### config.mk
export PLATFORM = sky130hd
export DESIGN_NAME = regfile_flat
export DESIGN_NICKNAME = d
export VERILOG_FILES = /design/src/rtl/regfile_if.sv /design/src/rtl/regfile.sv /design/src/flat_wrapper.sv
export SDC_FILE = /design/constraint.sdc
export NUM_CORES = 2
export LEC_CHECK = 0
export ABC_CLOCK_PERIOD_IN_PS = 4230
export CORE_ASPECT_RATIO = 1.4
export CORE_MARGIN = 3
export CORE_UTILIZATION = 55
export DETAILED_ROUTE_END_ITERATION = 8
export PLACE_DENSITY = 0.72
export SYNTH_ARGS = -nofsm -noshare
export SYNTH_HDL_FRONTEND = slang
export SYNTH_SLANG_ARGS = --single-unit
### constraint.sdc
create_clock -name clk -period 4.23 [get_ports clk]
set_input_delay 0.846 -clock clk [delete_from_list [all_inputs] [get_ports clk]]
set_output_delay 0.846 -clock clk [all_outputs]
set_load 0.02 [all_outputs]
### src/rtl/regfile_if.sv
`default_nettype none
// ============================================================================
// Module      : regfile_if
// Description : Bus between the pipeline (master) and the register file.
// Revision    : 1.0
// ============================================================================
interface regfile_if;
  logic        we_i;
  logic [4:0]  sel_rd_i;
  logic [31:0] data_i;
  logic [4:0]  sel_rs1_i;
  logic [4:0]  sel_rs2_i;
  logic [31:0] rs1_data_o;
  logic [31:0] rs2_data_o;
  logic        issue_i;
  logic [4:0]  issue_rd_i;
  logic        issue_ready_o;
  logic        busy_rs1_o;
  logic        busy_rs2_o;
  logic        err_o;

  modport master (
    output we_i, sel_rd_i, data_i, sel_rs1_i, sel_rs2_i, issue_i, issue_rd_i,
    input  rs1_data_o, rs2_data_o, issue_ready_o, busy_rs1_o, busy_rs2_o, err_o
  );

  modport slave (
    input  we_i, sel_rd_i, data_i, sel_rs1_i, sel_rs2_i, issue_i, issue_rd_i,
    output rs1_data_o, rs2_data_o, issue_ready_o, busy_rs1_o, busy_rs2_o, err_o
  );
endinterface
`default_nettype wire

### src/rtl/regfile.sv
`default_nettype none
// ============================================================================
// Module      : regfile
// Description : 31x32 register file with per-register pending-write
//               scoreboard. Optional write-to-read forwarding: REGFILE_BYPASS_EN.
// Revision    : 1.0
// ============================================================================
module regfile (
  input  logic     clk,
  input  logic     rst_n,
  regfile_if.slave bus
);

  logic [31:0] rf_view   [0:31];
  logic [1:0]  pend_view [0:31];
  logic        wr_en;
  logic        issue_acc;
  logic        err_q;
  logic        err_d;
  logic        fwd1;
  logic        fwd2;

  // x0 is a constant zero with no pending count
  assign rf_view[0]   = '0;
  assign pend_view[0] = '0;

  assign wr_en             = bus.we_i && (bus.sel_rd_i != 5'd0);
  assign bus.issue_ready_o = !((bus.issue_rd_i != 5'd0) && (pend_view[bus.issue_rd_i] == 2'd3));
  assign issue_acc         = bus.issue_i && bus.issue_ready_o && (bus.issue_rd_i != 5'd0);

  generate
    for (genvar gi = 1; gi < 32; gi++) begin : g_reg
      logic [31:0] rf_q;
      logic [1:0]  pend_q;
      logic [1:0]  pend_d;
      logic        wr_hit;
      logic        iss_hit;

      assign wr_hit  = wr_en && (bus.sel_rd_i == 5'(gi));
      assign iss_hit = issue_acc && (bus.issue_rd_i == 5'(gi));

      // A simultaneous issue and write to this register cancel out
      always_comb begin
        pend_d = pend_q;
        if (iss_hit && !wr_hit) begin
          pend_d = pend_q + 2'd1;
        end else if (wr_hit && !iss_hit && (pend_q != 2'd0)) begin
          pend_d = pend_q - 2'd1;
        end
      end

      always_ff @(posedge clk or negedge rst_n) begin
        if (!rst_n) begin
          rf_q   <= '0;
          pend_q <= '0;
        end else begin
          if (wr_hit) begin
            rf_q <= bus.data_i;
          end
          pend_q <= pend_d;
        end
      end

      assign rf_view[gi]   = rf_q;
      assign pend_view[gi] = pend_q;
    end
  endgenerate

  assign err_d = err_q || (wr_en && (pend_view[bus.sel_rd_i] == 2'd0));

  always_ff @(posedge clk or negedge rst_n) begin
    if (!rst_n) begin
      err_q <= 1'b0;
    end else begin
      err_q <= err_d;
    end
  end

  assign bus.err_o = err_q;

`ifdef REGFILE_BYPASS_EN
  assign fwd1 = rst_n && wr_en && (bus.sel_rd_i == bus.sel_rs1_i);
  assign fwd2 = rst_n && wr_en && (bus.sel_rd_i == bus.sel_rs2_i);
`else
  assign fwd1 = 1'b0;
  assign fwd2 = 1'b0;
`endif

  // A forwarded write retiring the last pending count frees the source now
  always_comb begin
    bus.rs1_data_o = fwd1 ? bus.data_i : rf_view[bus.sel_rs1_i];
    bus.rs2_data_o = fwd2 ? bus.data_i : rf_view[bus.sel_rs2_i];
    bus.busy_rs1_o = (bus.sel_rs1_i != 5'd0) && (pend_view[bus.sel_rs1_i] != 2'd0)
                     && !(fwd1 && (pend_view[bus.sel_rs1_i] == 2'd1));
    bus.busy_rs2_o = (bus.sel_rs2_i != 5'd0) && (pend_view[bus.sel_rs2_i] != 2'd0)
                     && !(fwd2 && (pend_view[bus.sel_rs2_i] == 2'd1));
  end

endmodule
`default_nettype wire

### src/flat_wrapper.sv
// flat-port wrapper written by rule: the top's interface ports become plain ports
module regfile_flat 
  (clk, rst_n, bus_we_i, bus_sel_rd_i, bus_data_i, bus_sel_rs1_i, bus_sel_rs2_i, bus_issue_i, bus_issue_rd_i, bus_rs1_data_o, bus_rs2_data_o, bus_issue_ready_o, bus_busy_rs1_o, bus_busy_rs2_o, bus_err_o);
  regfile_if bus_i ();
  input  logic clk;
  input  logic rst_n;
  input wire logic [$bits(bus_i.we_i)-1:0] bus_we_i;
  input wire logic [$bits(bus_i.sel_rd_i)-1:0] bus_sel_rd_i;
  input wire logic [$bits(bus_i.data_i)-1:0] bus_data_i;
  input wire logic [$bits(bus_i.sel_rs1_i)-1:0] bus_sel_rs1_i;
  input wire logic [$bits(bus_i.sel_rs2_i)-1:0] bus_sel_rs2_i;
  input wire logic [$bits(bus_i.issue_i)-1:0] bus_issue_i;
  input wire logic [$bits(bus_i.issue_rd_i)-1:0] bus_issue_rd_i;
  output wire logic [$bits(bus_i.rs1_data_o)-1:0] bus_rs1_data_o;
  output wire logic [$bits(bus_i.rs2_data_o)-1:0] bus_rs2_data_o;
  output wire logic [$bits(bus_i.issue_ready_o)-1:0] bus_issue_ready_o;
  output wire logic [$bits(bus_i.busy_rs1_o)-1:0] bus_busy_rs1_o;
  output wire logic [$bits(bus_i.busy_rs2_o)-1:0] bus_busy_rs2_o;
  output wire logic [$bits(bus_i.err_o)-1:0] bus_err_o;
  assign bus_i.we_i = bus_we_i;
  assign bus_i.sel_rd_i = bus_sel_rd_i;
  assign bus_i.data_i = bus_data_i;
  assign bus_i.sel_rs1_i = bus_sel_rs1_i;
  assign bus_i.sel_rs2_i = bus_sel_rs2_i;
  assign bus_i.issue_i = bus_issue_i;
  assign bus_i.issue_rd_i = bus_issue_rd_i;
  assign bus_rs1_data_o = bus_i.rs1_data_o;
  assign bus_rs2_data_o = bus_i.rs2_data_o;
  assign bus_issue_ready_o = bus_i.issue_ready_o;
  assign bus_busy_rs1_o = bus_i.busy_rs1_o;
  assign bus_busy_rs2_o = bus_i.busy_rs2_o;
  assign bus_err_o = bus_i.err_o;
  regfile u_core (.clk(clk), .rst_n(rst_n), .bus(bus_i));
endmodule
==> flow_summary.json <==
{
  "relSlewSlack_pct": 25.7,
  "path_buf_inv": 4,
  "synth.area.top_cells": "dfrtp_1 (45%), mux4_2 (23%), mux2_2 (17%)",
  "cts.clk_slew.worst_paths_ns": 0.06,
  "final.period_utilization_pct": 100,
  "core_um2": 104000,
  "seq_area_frac_synth_pct": 45.5,
  "run_status": "complete, but fails checks",
  "syn_to_final_growth_pct": 13.8,
  "synth_top_cell_by_area": "dfrtp_1",
  "worst_pin_slew_ns": 1.11,
  "max_freq_mhz": 236,
  "initial_core_util_pct": 55.6,
  "grt_first_pass_wirelength_mm": 266,
  "cts_tree": "yes",
  "vias": 40000,
  "ys_async_sr_fraction_pct": 100,
  "final_core_util_pct": 63.3,
  "setup_viol": 2,
  "cts.sinks": 1055,
  "clockPowerShare_pct": 32.0,
  "grtUsageTotal_pct": 32.7,
  "synth_edf_count": 0,
  "nets": 4406,
  "path_cells": "buf_16 > buf_12 > buf_4 > mux4_2 > mux2_2 > o22ai_1 > o31ai_1 > clkdlybuf4s50_1",
  "syn_area_per_cell_um2": 13.5,
  "required_ns": 3.38,
  "cap_violations": 0,
  "multi_input_area_um2": 30200,
  "row_count": 140,
  "critPathArrivalTime_ns": 3.40,
  "synth_area_um2": 58100,
  "drt-vias-per-instance": 6.92,
  "clock-root-buffer": "clkbuf_16",
  "grt_max_degree": 109,
  "seq_area_um2": 26400,
  "critical_path.top_delay_family": "buffers and inverters",
  "ctsHoldBuffers": 0,
  "synth_top_area_share_pct": 45.5,
  "ys.flop_type": "dfrtp_1",
  "post_synth_num_cell_types": 70,
  "violations": "setup timing",
  "fill_cells": 7675,
  "die_w_um": 281,
  "clock-skew-final_ns": 0.0120,
  "die_h_um": 390,
  "max_stage_delay_ns": 0.75,
  "cts_buffer_depth": 3,
  "combPwrFrac_pct": 23.2,
  "die_area_um2": 110000,
  "hold_viol": 0,
  "synthesis.nets": 4354,
  "rsz0062_at_grt": "false",
  "p_leak_nw": 28.8,
  "grt_pass1_vias": 41600,
  "wl_mm": 176,
  "cp_max_fo": 23,
  "swShare_pct": 28.1,
  "ios": 124,
  "grt_overflow_total": 0,
  "setup_slack_ns": -0.0156,
  "start_kind": "input pin",
  "p_sw_mw": 8.55,
  "ant_nets": 0,
  "drc": 0,
  "cts_setup_buffers": 0,
  "netlist_instances": 4298,
  "internal_power_mw": 21.9,
  "io_buffer_count": 123,
  "power_frac_seq_pct": 44.8,
  "period_needed_ns": 4.25,
  "ys_seq_elements": 1055,
  "hpwlAfterDp_mm": 108,
  "vdd_drop_max_v": 0.000324,
  "clk_latency_ns": 0.71,
  "p_per_area_nw_per_um2": 461,
  "drive_gt1_share_pct": 44.1,
  "htreeDepth": 3,
  "antenna_found_initial": 2,
  "drv_slew": 0,
  "drtIter0Drc": 4482,
  "cts_buffers": 103,
  "hp-class": "in -> async",
  "worstSetupEndpointType": "primary output",
  "criticalPathCategory": "in -> out",
  "routedWlPerCell_um": 30.5,
  "pre_cts_slack_ns": -0.0391,
  "globalplace.congestion": 0.942,
  "yosysWarnings": 0,
  "dr.pass1.iters": 7,
  "critPathSlowestCell": "clkdlybuf4s50_1"
}
[sequential cells by signal, indices dropped and copies added (netlist names)]
signal            count
u_core.g.pend_q      62
u_core.g.rf_q       992
u_core.bus.err_o      1
[routing by layer]
metal	share of wire [%]	global-route usage [%]	vias to the layer above
met2	48	52.6	2085
li1	-	-	16200
met1	38	42.8	21200
met5	0	0	-
met3	8.3	6.45	541
met4	5.7	16.5	0
[worst paths after layout]
kind	slack, ns	startpoint	cells past startpoint	endpoint
max	-0.02	bus_sel_rs2_i[0]	8	bus_rs2_data_o[21]
min	0.19	rst_n	1	u_core.g_reg[13].rf_q[28]
max reg2reg	1.79	u_core.g_reg[3].pend_q[1]	7	u_core.g_reg[15].pend_q[0]
min reg2reg	0.49	u_core.g_reg[10].rf_q[29]	2	u_core.g_reg[10].rf_q[29]
max in group asynchronous	2.95	rst_n	2	u_core.g_reg[29].rf_q[14]
min in group clk	0.49	u_core.g_reg[10].rf_q[29]	2	u_core.g_reg[10].rf_q[29]
[through the flow]
| stage | total power [mW] | hold WS (ns) | cells | TNS (ns) | cell area (µm²) |
|---|---|---|---|---|---|
| finish | 30.5 | 0.191 | 5786 | -0.0202 | 66100 |
| CTS | 30.5 | 0.186 | 5782 | 0 | 66000 |
| floorplan | 18.4 | 0.458 | 4298 | 0 | 58100 |
| detailed placement | 20.8 | 0.479 | 5593 | -0.363 | 62500 |
| global placement | 20.5 | 0.469 | 5593 | -0.327 | 62500 |
| global route | 31.7 | 0.243 | 5783 | 0 | 66100 |
[cell families (layout without fill, tap and decap cells)]
logic type | Yosys count | count (layout) | share of synthesized area [%]
compound gates | 274 | 274 | 3.58
mux | 1489 | 1489 | 40.4
other cells | 0 | 3 | 0
buf+inv | 428 | 564 | 3.02
flops | 1055 | 1055 | 45.5
xor+xnor | 15 | 15 | 0.226
simple gates | 1037 | 1037 | 7.32
[repair_timing]
item | 4_1_cts | 5_1_grt
pin swaps | 0 | 0
gates cloned | 0 | 1
endpoints found under the setup margin | 32 | 6
gates resized for setup | 2 | 9
endpoints found under the hold margin | 0 | 0
[power groups by stage]
stage | registers, mW | clock network, mW | logic [mW]
after global routing | 13.9 | 10.3 | 7.56
after CTS | 13.6 | 9.88 | 7.08
after global placement | 13.6 | 0 | 6.86
final | 13.7 | 9.75 | 7.07
after detailed placement | 13.7 | 0 | 7.04
after floorplan | 13.2 | 0 | 5.23
[final cells by class]
class | instances | area share [%]
Multi-Input combinational cell | 2815 | 45.7
Sequential cell | 1055 | 39.9
Timing Repair Buffer | 366 | 6.40
Clock buffer | 143 | 4.48
Tap cell | 1349 | 2.55
Clock inverter | 46 | 0.882
Inverter | 9 | 0.0549
Antenna cell | 3 | 0.0114
[synth_stat cells, types with 14 or more instances]
cell type / instances
nand3_1: 22
buf_2: 89
a21oi_1: 27
a211oi_1: 15
mux4_2: 590
o21bai_1: 16
nor2_1: 148
a221oi_1: 16
clkbuf_1: 286
dfrtp_1: 1055
nor2b_1: 17
o21ai_0: 16
o21ai_1: 14
nand2_1: 736
a22o_1: 57
o31ai_1: 14
nor3_1: 29
and3_1: 28
o22ai_1: 14
mux2_2: 885
buf_1: 39
[layout by cell type (no fill, tap or decap), types with 27 or more instances in the layout]
| cell | count |
|---|---|
| nor2_1 | 123 |
| mux2_2 | 885 |
| buf_4 | 157 |
| a21oi_1 | 27 |
| nand2_1 | 724 |
| clkbuf_16 | 106 |
| dfrtp_1 | 1055 |
| buf_12 | 87 |
| clkdlybuf4s50_1 | 108 |
| a22o_1 | 57 |
| and3_1 | 27 |
| nor3_1 | 29 |
| mux4_2 | 590 |
(Power assumes the default switching activity.)
